<file path="config.mk">
export PLATFORM = sky130hd
export DESIGN_NAME = multicycle_control
export DESIGN_NICKNAME = d
export VERILOG_FILES = /design/src/rtl/mini_cpu_ctrl_pkg.sv /design/src/rtl/ctrl_wait_timer.sv /design/src/rtl/multicycle_control.sv
export SDC_FILE = /design/constraint.sdc
export NUM_CORES = 1
export LEC_CHECK = 0
export CORE_MARGIN = 5
export CORE_UTILIZATION = 40
export CTS_CLUSTER_DIAMETER = 100
export DETAILED_ROUTE_END_ITERATION = 8
export PLACE_DENSITY_LB_ADDON = 0.1
export SETUP_SLACK_MARGIN = 0.15
export SYNTH_ARGS = -nofsm -noshare
export SYNTH_HDL_FRONTEND = slang
export SYNTH_SLANG_ARGS = --single-unit
</file>
<file path="constraint.sdc">
create_clock -name clk -period 5.75 [get_ports clk]
set_input_delay 0.8625 -clock clk [delete_from_list [all_inputs] [get_ports clk]]
set_output_delay 0.8625 -clock clk [all_outputs]
set_load 0.01 [all_outputs]
</file>
<file path="src/rtl/mini_cpu_ctrl_pkg.sv">
// Shared types and constants for the mini-cpu multi-cycle control unit.
// Operand-select, ALU-op and trap-cause encodings match the datapath muxes.
package mini_cpu_ctrl_pkg;

   typedef enum logic [3:0] {
      S_IDLE,
      S_FETCH,
      S_DECODE,
      S_MEM_ADDR,
      S_MEM_READ,
      S_MEM_WB,
      S_MEM_WRITE,
      S_EXEC_R,
      S_ALU_WB,
      S_BRANCH,
      S_TRAP
   } state_t;

   typedef enum logic [1:0] {
      SRC_A_PC     = 2'd0,
      SRC_A_OLD_PC = 2'd1,
      SRC_A_REG_A  = 2'd2
   } alu_src_a_t;

   typedef enum logic [1:0] {
      SRC_B_REG_B      = 2'd0,
      SRC_B_FOUR       = 2'd1,
      SRC_B_IMM_MEM    = 2'd2,
      SRC_B_IMM_BRANCH = 2'd3
   } alu_src_b_t;

   typedef enum logic [1:0] {
      ALU_ADD   = 2'd0,
      ALU_SUB   = 2'd1,
      ALU_FUNCT = 2'd2
   } alu_op_t;

   typedef enum logic [1:0] {
      CAUSE_NONE    = 2'b00,
      CAUSE_ILLEGAL = 2'b01,
      CAUSE_TIMEOUT = 2'b10
   } trap_cause_t;

   localparam logic [6:0] OP_LOAD   = 7'b0000011;
   localparam logic [6:0] OP_STORE  = 7'b0100011;
   localparam logic [6:0] OP_RTYPE  = 7'b0110011;
   localparam logic [6:0] OP_BRANCH = 7'b1100011;

   localparam logic [2:0] F3_D   = 3'b011;
   localparam logic [2:0] F3_BEQ = 3'b000;

   // States that hold a request on the shared memory port.
   function automatic logic is_wait_state(input state_t s);
      return (s == S_FETCH) || (s == S_MEM_READ) || (s == S_MEM_WRITE);
   endfunction

endpackage

</file>
<file path="src/rtl/ctrl_wait_timer.sv">
// Memory-wait watchdog: counts stalled request cycles and flags the last
// permitted one so the FSM can divert to the timeout trap.
module ctrl_wait_timer #(
   parameter int MAX_WAIT = 255
) (
   input  logic clk,
   input  logic rst,
   input  logic clear,
   input  logic count_en,
   output logic expired
);

   localparam int CNT_W = $clog2(MAX_WAIT + 1);
   localparam logic [CNT_W-1:0] LIMIT = CNT_W'(MAX_WAIT - 1);

   logic [CNT_W-1:0] cnt;

   always_ff @(posedge clk or posedge rst) begin
      if (rst)
         cnt <= '0;
      else if (clear)
         cnt <= '0;
      else if (count_en)
         cnt <= cnt + CNT_W'(1);
   end

   assign expired = count_en && (cnt == LIMIT);

endmodule

</file>
<file path="src/rtl/multicycle_control.sv">
// Multi-cycle control FSM for the mini-cpu: sequences ld/sd/R-type/beq,
// owns the memory request handshake, the wait watchdog and the trap state.
module multicycle_control #(
   parameter int MAX_WAIT = 255
) (
   input  logic       clk,
   input  logic       rst,
   input  logic [6:0] opcode,
   input  logic [2:0] funct3,
   input  logic       mem_ready,
   input  logic       alu_zero,
   output logic       mem_req,
   output logic       mem_we,
   output logic       i_or_d,
   output logic       ir_write,
   output logic       mdr_write,
   output logic       pc_write,
   output logic       pc_src,
   output logic [1:0] alu_src_a,
   output logic [1:0] alu_src_b,
   output logic [1:0] alu_op,
   output logic       reg_write,
   output logic       wb_sel,
   output logic       trap,
   output logic [1:0] trap_cause
);

   import mini_cpu_ctrl_pkg::*;

   state_t      state, state_next;
   trap_cause_t cause, cause_next;
   logic        wd_clear, wd_count_en, wd_expired;

   // Counter restarts whenever a request state is freshly entered.
   assign wd_clear    = is_wait_state(state_next) && (state_next != state);
   assign wd_count_en = is_wait_state(state) && !mem_ready;

   ctrl_wait_timer #(
      .MAX_WAIT (MAX_WAIT)
   ) u_wait_timer (
      .clk      (clk),
      .rst      (rst),
      .clear    (wd_clear),
      .count_en (wd_count_en),
      .expired  (wd_expired)
   );

   always_ff @(posedge clk or posedge rst) begin
      if (rst) begin
         state <= S_IDLE;
         cause <= CAUSE_NONE;
      end else begin
         state <= state_next;
         cause <= cause_next;
      end
   end

   always_comb begin
      state_next = state;
      cause_next = cause;
      mem_req    = 1'b0;
      mem_we     = 1'b0;
      i_or_d     = 1'b0;
      ir_write   = 1'b0;
      mdr_write  = 1'b0;
      pc_write   = 1'b0;
      pc_src     = 1'b0;
      alu_src_a  = SRC_A_PC;
      alu_src_b  = SRC_B_REG_B;
      alu_op     = ALU_ADD;
      reg_write  = 1'b0;
      wb_sel     = 1'b0;
      trap       = 1'b0;
      trap_cause = CAUSE_NONE;

      case (state)
         S_IDLE: state_next = S_FETCH;

         S_FETCH: begin
            mem_req   = 1'b1;
            alu_src_a = SRC_A_PC;
            alu_src_b = SRC_B_FOUR;
            alu_op    = ALU_ADD;
            if (mem_ready) begin
               ir_write   = 1'b1;
               pc_write   = 1'b1;
               state_next = S_DECODE;
            end else if (wd_expired) begin
               state_next = S_TRAP;
               cause_next = CAUSE_TIMEOUT;
            end
         end

         S_DECODE: begin
            // Branch target is computed speculatively into ALUOut here.
            alu_src_a = SRC_A_OLD_PC;
            alu_src_b = SRC_B_IMM_BRANCH;
            alu_op    = ALU_ADD;
            if (((opcode == OP_LOAD) || (opcode == OP_STORE)) && (funct3 == F3_D))
               state_next = S_MEM_ADDR;
            else if (opcode == OP_RTYPE)
               state_next = S_EXEC_R;
            else if ((opcode == OP_BRANCH) && (funct3 == F3_BEQ))
               state_next = S_BRANCH;
            else begin
               state_next = S_TRAP;
               cause_next = CAUSE_ILLEGAL;
            end
         end

         S_MEM_ADDR: begin
            alu_src_a  = SRC_A_REG_A;
            alu_src_b  = SRC_B_IMM_MEM;
            alu_op     = ALU_ADD;
            state_next = opcode[5] ? S_MEM_WRITE : S_MEM_READ;
         end

         S_MEM_READ: begin
            mem_req = 1'b1;
            i_or_d  = 1'b1;
            if (mem_ready) begin
               mdr_write  = 1'b1;
               state_next = S_MEM_WB;
            end else if (wd_expired) begin
               state_next = S_TRAP;
               cause_next = CAUSE_TIMEOUT;
            end
         end

         S_MEM_WB: begin
            reg_write  = 1'b1;
            wb_sel     = 1'b1;
            state_next = S_FETCH;
         end

         S_MEM_WRITE: begin
            mem_req = 1'b1;
            mem_we  = 1'b1;
            i_or_d  = 1'b1;
            if (mem_ready)
               state_next = S_FETCH;
            else if (wd_expired) begin
               state_next = S_TRAP;
               cause_next = CAUSE_TIMEOUT;
            end
         end

         S_EXEC_R: begin
            alu_src_a  = SRC_A_REG_A;
            alu_src_b  = SRC_B_REG_B;
            alu_op     = ALU_FUNCT;
            state_next = S_ALU_WB;
         end

         S_ALU_WB: begin
            reg_write  = 1'b1;
            wb_sel     = 1'b0;
            state_next = S_FETCH;
         end

         S_BRANCH: begin
            alu_src_a  = SRC_A_REG_A;
            alu_src_b  = SRC_B_REG_B;
            alu_op     = ALU_SUB;
            pc_write   = alu_zero;
            pc_src     = 1'b1;
            state_next = S_FETCH;
         end

         S_TRAP: begin
            trap       = 1'b1;
            trap_cause = cause;
         end

         default: state_next = S_IDLE;
      endcase
   end

endmodule

</file>
Yosys cells after proc, flatten, opt, wreduce, memory -nomap -nowiden
Index checks and enable logic that the tools add are counted.
{ "totals": {"regBits": 14, "ramBits": 0, "mem_bits_ro": 0, "n_memories": 0, "input_bits": 14, "wordCells": 82, "latchBits": 0} }
{ "op_classes": {"eq_ne": 25, "div_mod_pow": 0, "bitwise": 0, "mul": 0, "shift": 0, "n_reduce_logical": 21, "order_cmp": 0, "mux": 32, "add_sub_neg": 1} }
{ "op_table": {"columns": ["cell", "count"], "rows": [
  ["$pmux 4 s8", 1],
  ["$eq 4x3->1 const B", 6],
  ["$mux 4", 6],
  ["$mux 2", 8],
  ["$mux 8", 2],
  ["$eq 7x6->1 const B", 2],
  ["$eq 4x4->1 const B", 3],
  ["$pmux 2 s2", 3],
  ["$mux 1", 10],
  ["$add 8x1->8 const B", 1],
  ["$eq 4x1->1 const B", 2],
  ["$eq 4x2->1 const B", 2],
  ["$eq 8x8->1 const B", 1],
  ["$ne 2x2->1 const B", 4],
  ["$eq 7x2->1 const B", 1],
  ["$eq 7x7->1 const B", 1],
  ["$pmux 2 s3", 1],
  ["$reduce_and 6->1", 1],
  ["$reduce_or 3->1", 2],
  ["$logic_and 1x1->1", 5],
  ["$logic_or 1x1->1", 5],
  ["$logic_not 4->1", 1],
  ["$ne 4x4->1", 1],
  ["$reduce_bool 2->1", 2],
  ["other kinds (7)", 8]
]} }

Depth between registers and ports, before layout
Gate-level depths: netlist of the first run.
{ "logic_depth": {"depth_word": 13, "mapped_depth": 8, "mapped_depth_nobuf": 8} }

Modules after synthesis
Synthesis of the first run repeated with hierarchy kept, for this count alone.
{ "unflattened": {"cells_unflattened": 133, "hier_area_um2": 1083.5} }
{ "by_module_without_submodules": {"columns": ["mod", "n_inst", "cells_per_inst", "seq_area_each_um2", "area_each_um2"], "rows": [
  ["multicycle_control", 1, 91, 150.1, 664.4],
  ["ctrl_wait_timer", 1, 42, 200.2, 419.2]
]} }

Worst setup path after synthesis of the first run
Ideal clock, no wire load.
{ "synth_path": {"path_type": "input port to output port", "from": "input opcode[5]", "to": "output pc_write", "cell_stages": 4, "n_path_buf": 0, "path_slack_ns": 3.247, "arrival_ns": 1.640, "required_time_ns": 4.888, "cell_sequence": "mux2_1 a22oi_2 nor3_1 a21o_1"} }
{ "synth_rtl": {"columns": ["item", "line", "text"], "rows": [
  ["start, declared", "multicycle_control.sv:8", "input logic [6:0] opcode,"],
  ["end, declared", "multicycle_control.sv:17", "output logic pc_write,"]
]} }

Worst setup path in the final report of the first run
{ "layout_path": {"from": "input mem_ready", "to": "output pc_write"} }
{ "layout_via": {"elab_chain_len": 2} }
{ "layout_lines": {"columns": ["item", "line", "text"], "rows": [
  ["start, declared", "multicycle_control.sv:10", "input logic mem_ready,"],
  ["$mux 1", "multicycle_control.sv:84", "if (mem_ready) begin"],
  ["$pmux 1 s2", "multicycle_control.sv:76", "case (state)"]
]} }
No other way between the ends.

==> impl_metrics.env, run 1 <==
export IMPL_syn_area_sq_um=1187
export IMPL_dp_cells=192
export IMPL_die_w_um=64.49
export IMPL_min_period_ns=3.514
export IMPL_ys_seq_area_share_pct=29.50
export IMPL_synth_flop_cell="dfrtp_1"
export IMPL_synth_async_reset_ratio_pct=100.0
export IMPL_fin_cells=195
export IMPL_crit_path_max_incr_delay_ns=0.51
export IMPL_grt_use_total_pct=14.68
export IMPL_tightest_slew_ns=0.5162
export IMPL_cts_buffer_depth=2
export IMPL_die_area_sq_um=4158
export IMPL_drive_gt1_share_pct=11.59
export IMPL_rsz0062_at_grt="false"
export IMPL_drv_slew=0
export IMPL_n_fill_cell=281
export IMPL_place_hpwl_um=2325
export IMPL_worstPathRequired_ns=4.89
export IMPL_hold_path_class="reg2reg"
export IMPL_finalHoldViolations=0
export IMPL_ys_top_cells_by_area="dfrtp_1 (30%), a21oi_1 (3.8%), nand2_1 (3.5%)"
export IMPL_slew_headroom_pct=65.55
export IMPL_worst_path_buf_inv=2
export IMPL_numCtsBuffers=3
export IMPL_rows=19
export IMPL_clockRootBuffer="clkbuf_4"
export IMPL_drc=0
export IMPL_synth_edf_count=0
export IMPL_endpoint_kind="primary output"
export IMPL_area_growth_synth_to_final_pct=28.45
export IMPL_synth_top_area_share_pct=29.50
export IMPL_maxCapViolations=0
export IMPL_status="complete, no violations"
export IMPL_htreeDepth=1
export IMPL_synth_area_leader_cell="dfrtp_1"
export IMPL_finalCritPeriodShare_pct=61.11
export IMPL_cp_top_family="buffers and inverters"
export IMPL_postRouteAntennaNets=0
export IMPL_fin_ws_ns=2.236
export IMPL_seq_area_sq_um=350.3
export IMPL_nets=182
export IMPL_insertion_delay_ns=0.27
export IMPL_crit_fanout=7
export IMPL_ir_drop_uv=207.8
export IMPL_cts_sinks=14
export IMPL_crit_arrival_ns=2.65
export IMPL_cp_start_kind="input port"
export IMPL_first_pass_iters=4
export IMPL_finalClockSkew_ns=0.001614
export IMPL_grt_pass1_vias=1105
export IMPL_die_height_um=64.49
export IMPL_crit_path_cell_trace="clkdlybuf4s50_1 > mux2_1 > a22oi_2 > nor3_1 > a21o_1 > clkdlybuf4s50_1"
export IMPL_wl_um=2903
export IMPL_syn_area_per_cell_sq_um=8.731
export IMPL_p_leak_nw=0.6077
export IMPL_most_common_layout_cells="clkdlybuf4s50_1 (31), dfrtp_1 (14), nand2_1 (11), nor2_1 (10), a21oi_1 (9)"
export IMPL_critical_path_class="in2out"
export IMPL_postCtsResizedCells=0
export IMPL_globalplace_congestion=0.8074
export IMPL_fmax_mhz=284.6
export IMPL_p_per_area_nw_per_um2=444.3
export IMPL_core_area_sq_um=2805
export IMPL_diodes=0
export IMPL_wl_per_cell_um=14.89
export IMPL_viasPerCell=5.841
export IMPL_yosysWarnings=0
export IMPL_start_util_pct=42.33
export IMPL_grt_max_degree=18
export IMPL_path_clk_slew_ns=0.07
export IMPL_num_vias=1139
export IMPL_drtIter0Drc=57
export IMPL_portBuffers=31
export IMPL_tritoncts="done"
export IMPL_antenna_found_initial=0
export IMPL_fin_setup_tns_ns=0
export IMPL_grt_overflow=0
export IMPL_hold_buffers=0
export IMPL_synth_distinct_cells=53
export IMPL_postCtsSetupRepairBufs=0
export IMPL_grt_pass1_wl_um=4981
export IMPL_io_pins=32
export IMPL_final_common_cell="clkdlybuf4s50_1"
export IMPL_multi_input_area_sq_um=764.5
export IMPL_synth_cells=136
export IMPL_syn_num_nets=152
export IMPL_path_common_cell="clkdlybuf4s50_1"
export IMPL_slowest_stage="clkdlybuf4s50_1"
export IMPL_post_place_ws_ns=2.249
export IMPL_ys_seq_elements=14
export IMPL_finalSetupViolations=0
[synthesized netlist by cell type, types with 3 or more instances]
cell type,n
o21ai_0,3
nand3_1,3
xor2_1,4
nand4_1,4
inv_1,7
buf_2,3
nand2_1,11
nor2_1,10
nor4_1,3
a21oi_1,9
xnor2_1,3
nor3_1,5
dfrtp_1,14
nand2b_1,4
nor2b_1,3
[path summary, 6_finish.rpt]
| kind | from | end | slack, ns | depth (start not counted) |
|---|---|---|---|---|
| max | mem_ready | pc_write | 2.24 | 6 |
| min | cause[0]$_DFFE_PP0P_ | cause[0]$_DFFE_PP0P_ | 0.48 | 2 |
| max reg2reg | state[1]$_DFF_PP0_ | u_wait_timer.cnt[5]$_DFFE_PP0P_ | 3.39 | 6 |
| min reg2reg | cause[0]$_DFFE_PP0P_ | cause[0]$_DFFE_PP0P_ | 0.48 | 2 |
| max in group asynchronous | rst | state[2]$_DFF_PP0_ | 4.49 | 2 |
| min in group asynchronous | rst | cause[1]$_DFFE_PP0P_ | 0.92 | 2 |
[layout make-up]
| class | count | area share [%] |
|---|---|---|
| multi-input combinational | 107 | 50.12 |
| clock buffer | 3 | 1.477 |
| sequential | 14 | 22.97 |
| timing repair buffer | 31 | 20.34 |
| inverter | 9 | 2.543 |
| tap | 31 | 2.543 |
[metal layers]
metal  vias to the layer above  global-route usage (%)  part of all wire (%)
met5                         -                       0                     0
met4                         0                   5.541                   1.2
met3                         4                   2.418                   6.2
met2                        32                   25.64                    51
met1                       546                   18.13                    42
li1                        557                       -                     -
[cell families after synthesis]
kind of cell | after synthesis | share of synthesized area [%]
AO/OA/AOI/OAI | 39 | 26.66
AND/OR/NAND/NOR | 57 | 28.66
buffers and inverters | 15 | 6.111
adder cells (fa/ha/maj) | 2 | 2.107
multiplexers | 2 | 1.791
XOR/XNOR | 7 | 5.163
flip-flops | 14 | 29.51
[state kept, by name (all words and copies together) (netlist names)]
signal	cells
cause	2
state	4
u_wait_timer.cnt	8
[power by group]
part	leakage (nW)	total (mW)	switching, mW	internal, mW
combinational	0.410	0.449	0.228	0.222
sequential	0.184	0.176	0.0590	0.117
clock	0.0138	0.0518	0.0275	0.0243
total	0.608	0.678	0.314	0.363
[per-stage QoR]
stage	power, mW	util, %	cell area (sq um)	hold slack (ns)
after floorplan	0.4896	-	1187	0.4418
after global placement	0.6241	53.57	1503	0.4673
after detailed placement	0.6296	53.57	1503	0.4688
after CTS	0.6848	54.37	1525	0.4859
after global routing	0.7318	54.37	1525	0.5261
final	0.6776	54.37	1525	0.4817
[tightest hold or removal path, stage by stage, from the launching register on]
cell and delay [ns]:
dfrtp_1 0.34, nand2_1 0.04, o21ai_0 0.06
Power figures use the tool's default switching activity.
==> run 2: changes to the inputs <==
Clock period 5.75 ns to 3.12 ns, I/O delays scaled along.
==> run 2 against run 1 <==
Sequential power increased by 85%. Via count decreased by 3.6%. Sequential cell count unchanged. Register-to-register slack got worse by 2.7 ns. Cell count unchanged.
==> impl_metrics.env, run 2 (same netlist as run 1, synthesis figures left out) <==
export IMPL_grtUsageMet2_pct=26.68
export IMPL_r2r_start="state[1]$_DFF_PP0_"
export IMPL_p_leak_nw=0.6077
export IMPL_drive_gt1_share_pct=11.59
export IMPL_maxCapViolations=0
export IMPL_die_area_sq_um=4158
export IMPL_crit_path_max_incr_delay_ns=0.52
export IMPL_placed_area_sq_um=1503
export IMPL_drtIter0Drc=62
export IMPL_slew_headroom_pct=65.72
export IMPL_stdcell_area_sq_um=1525
export IMPL_hold_path_class="reg2reg"
export IMPL_viasPerCell=5.631
export IMPL_num_vias=1098
export IMPL_tritoncts="done"
export IMPL_min_period_ns=2.742
export IMPL_die_w_um=64.49
export IMPL_status="complete, no violations"
export IMPL_rsz0062_at_grt="false"
export IMPL_htreeDepth=1
export IMPL_diodes=0
export IMPL_grt_overflow=0
export IMPL_wl_um=3004
export IMPL_path_common_cell="clkdlybuf4s50_1"
export IMPL_finalCritPeriodShare_pct=87.87
export IMPL_wl_per_cell_um=15.41
export IMPL_die_height_um=64.49
export IMPL_seq_area_sq_um=350.3
export IMPL_largest_register="u_wait_timer.cnt"
export IMPL_fin_setup_tns_ns=0
export IMPL_grt_pass1_wl_um=4947
export IMPL_path_clk_slew_ns=0.08
export IMPL_postCtsResizedCells=0
export IMPL_fin_ws_ns=0.3783
export IMPL_drc=0
export IMPL_rows=19
export IMPL_finalClockSkew_ns=0.001591
export IMPL_worst_r2r_endpoint="u_wait_timer.cnt[5]$_DFFE_PP0P_"
export IMPL_drv_slew=0
export IMPL_finalHoldViolations=0
export IMPL_globalplace_congestion=0.8112
export IMPL_io_pins=32
export IMPL_grt_pass1_vias=1147
export IMPL_nets=182
export IMPL_grt_met1_usage_pct=16.93
export IMPL_start_util_pct=42.33
export IMPL_most_common_layout_cells="clkdlybuf4s50_1 (31), dfrtp_1 (14), nand2_1 (11), nor2_1 (10), a21oi_1 (9)"
export IMPL_n_fill_cell=275
export IMPL_finalSetupViolations=0
export IMPL_min_to="cause[0]$_DFFE_PP0P_"
export IMPL_r2r_cells=6
export IMPL_cts_sinks=14
export IMPL_cp_start_kind="input port"
export IMPL_numCtsBuffers=3
export IMPL_postRouteAntennaNets=0
export IMPL_insertion_delay_ns=0.27
export IMPL_largest_reg_flops=8
export IMPL_holdPathStages=2
export IMPL_hold_path_startpoint="cause[0]$_DFFE_PP0P_"
export IMPL_final_common_cell="clkdlybuf4s50_1"
export IMPL_multi_input_area_sq_um=764.5
export IMPL_slowest_stage="clkdlybuf4s50_1"
export IMPL_grt_use_met3_pct=2.073
export IMPL_tightest_slew_ns=0.5136
export IMPL_p_per_area_nw_per_um2=820.7
export IMPL_crit_arrival_ns=2.27
export IMPL_place_hpwl_um=2404
export IMPL_top_regs="u_wait_timer.cnt (8), state (4), cause (2)"
export IMPL_fmax_mhz=364.7
export IMPL_portBuffers=31
export IMPL_dp_cells=192
export IMPL_crit_fanout=7
export IMPL_first_pass_iters=4
export IMPL_critical_path_class="in2out"
export IMPL_r2r_slack_ns=0.72
export IMPL_grt_use_total_pct=14.45
export IMPL_ir_drop_uv=412.8
export IMPL_postCtsSetupRepairBufs=0
export IMPL_crit_path_cell_trace="clkdlybuf4s50_1 > mux2_1 > a22oi_2 > nor3_1 > a21o_1 > clkdlybuf4s50_1"
export IMPL_grt_max_degree=18
export IMPL_clockRootBuffer="clkbuf_4"
export IMPL_worstPathRequired_ns=2.65
export IMPL_cts_buffer_depth=2
export IMPL_endpoint_kind="primary output"
export IMPL_antenna_found_initial=0
export IMPL_hold_buffers=0
export IMPL_busiest_layer="met2"
export IMPL_fin_cells=195
export IMPL_area_growth_synth_to_final_pct=28.45
export IMPL_post_place_ws_ns=0.3846
export IMPL_core_area_sq_um=2805
run 2: worst max path at each step:
stage                       start                              end  depth (start not counted)
3_5_place_dp            mem_ready                         pc_write                          6
6_report                mem_ready                         pc_write                          6
2_1_floorplan           opcode[4]  u_wait_timer.cnt[0]$_DFFE_PP0P_                          6
5_1_grt        state[1]$_DFF_PP0_                         pc_write                          5
3_3_place_gp            mem_ready                         pc_write                          6
4_1_cts                 mem_ready                         pc_write                          6
run 2: power by group:
part           internal [mW]  switching [mW]
Sequential             0.216           0.109
Clock                 0.0447          0.0529
Combinational          0.409           0.419
Total                  0.670           0.581
run 2: critical path, delay by kind of cell:
| kind | cells | cell delay, ns |
|---|---|---|
| compound gates | 2 | 0.37 |
| buf+inv | 2 | 0.99 |
| mux | 1 | 0.35 |
| simple gates | 1 | 0.09 |
run 2: stage by stage:
step | hold WS [ns] | power [mW] | utilization, %
2_1_floorplan | 0.3572 | 0.9023 | -
3_5_place_dp | 0.4731 | 1.158 | 53.57
3_3_place_gp | 0.4691 | 1.146 | 53.57
4_1_cts | 0.4897 | 1.256 | 54.37
6_report | 0.4849 | 1.252 | 54.37
5_1_grt | 0.5321 | 1.352 | 54.37
run 2: metal layers:
layer  part of all wire (%)  wire, um
met1                     43      1305
met2                     50      1500
met3                    5.8       174
met4                   0.77        23
met5                      0         0
run 2: cell type report:
cell class | instances | area share, %
clock buffers | 3 | 1.477
inverters | 9 | 2.543
multi-input cells | 107 | 50.12
flip-flops and latches | 14 | 22.97
well taps | 31 | 2.543
repair buffers | 31 | 20.34
==> run 3: changes to the inputs <==
Settings changed: MAX_ROUTING_LAYER set to met4.
==> results of run 3 <==
Final layout, timing and power as in run 2 (identical DEF).
Main changes from that run: final weighted congestion in routability-driven placement 0.8112 -> 0.8231; overall routing resource usage 14.45% -> 14.89%
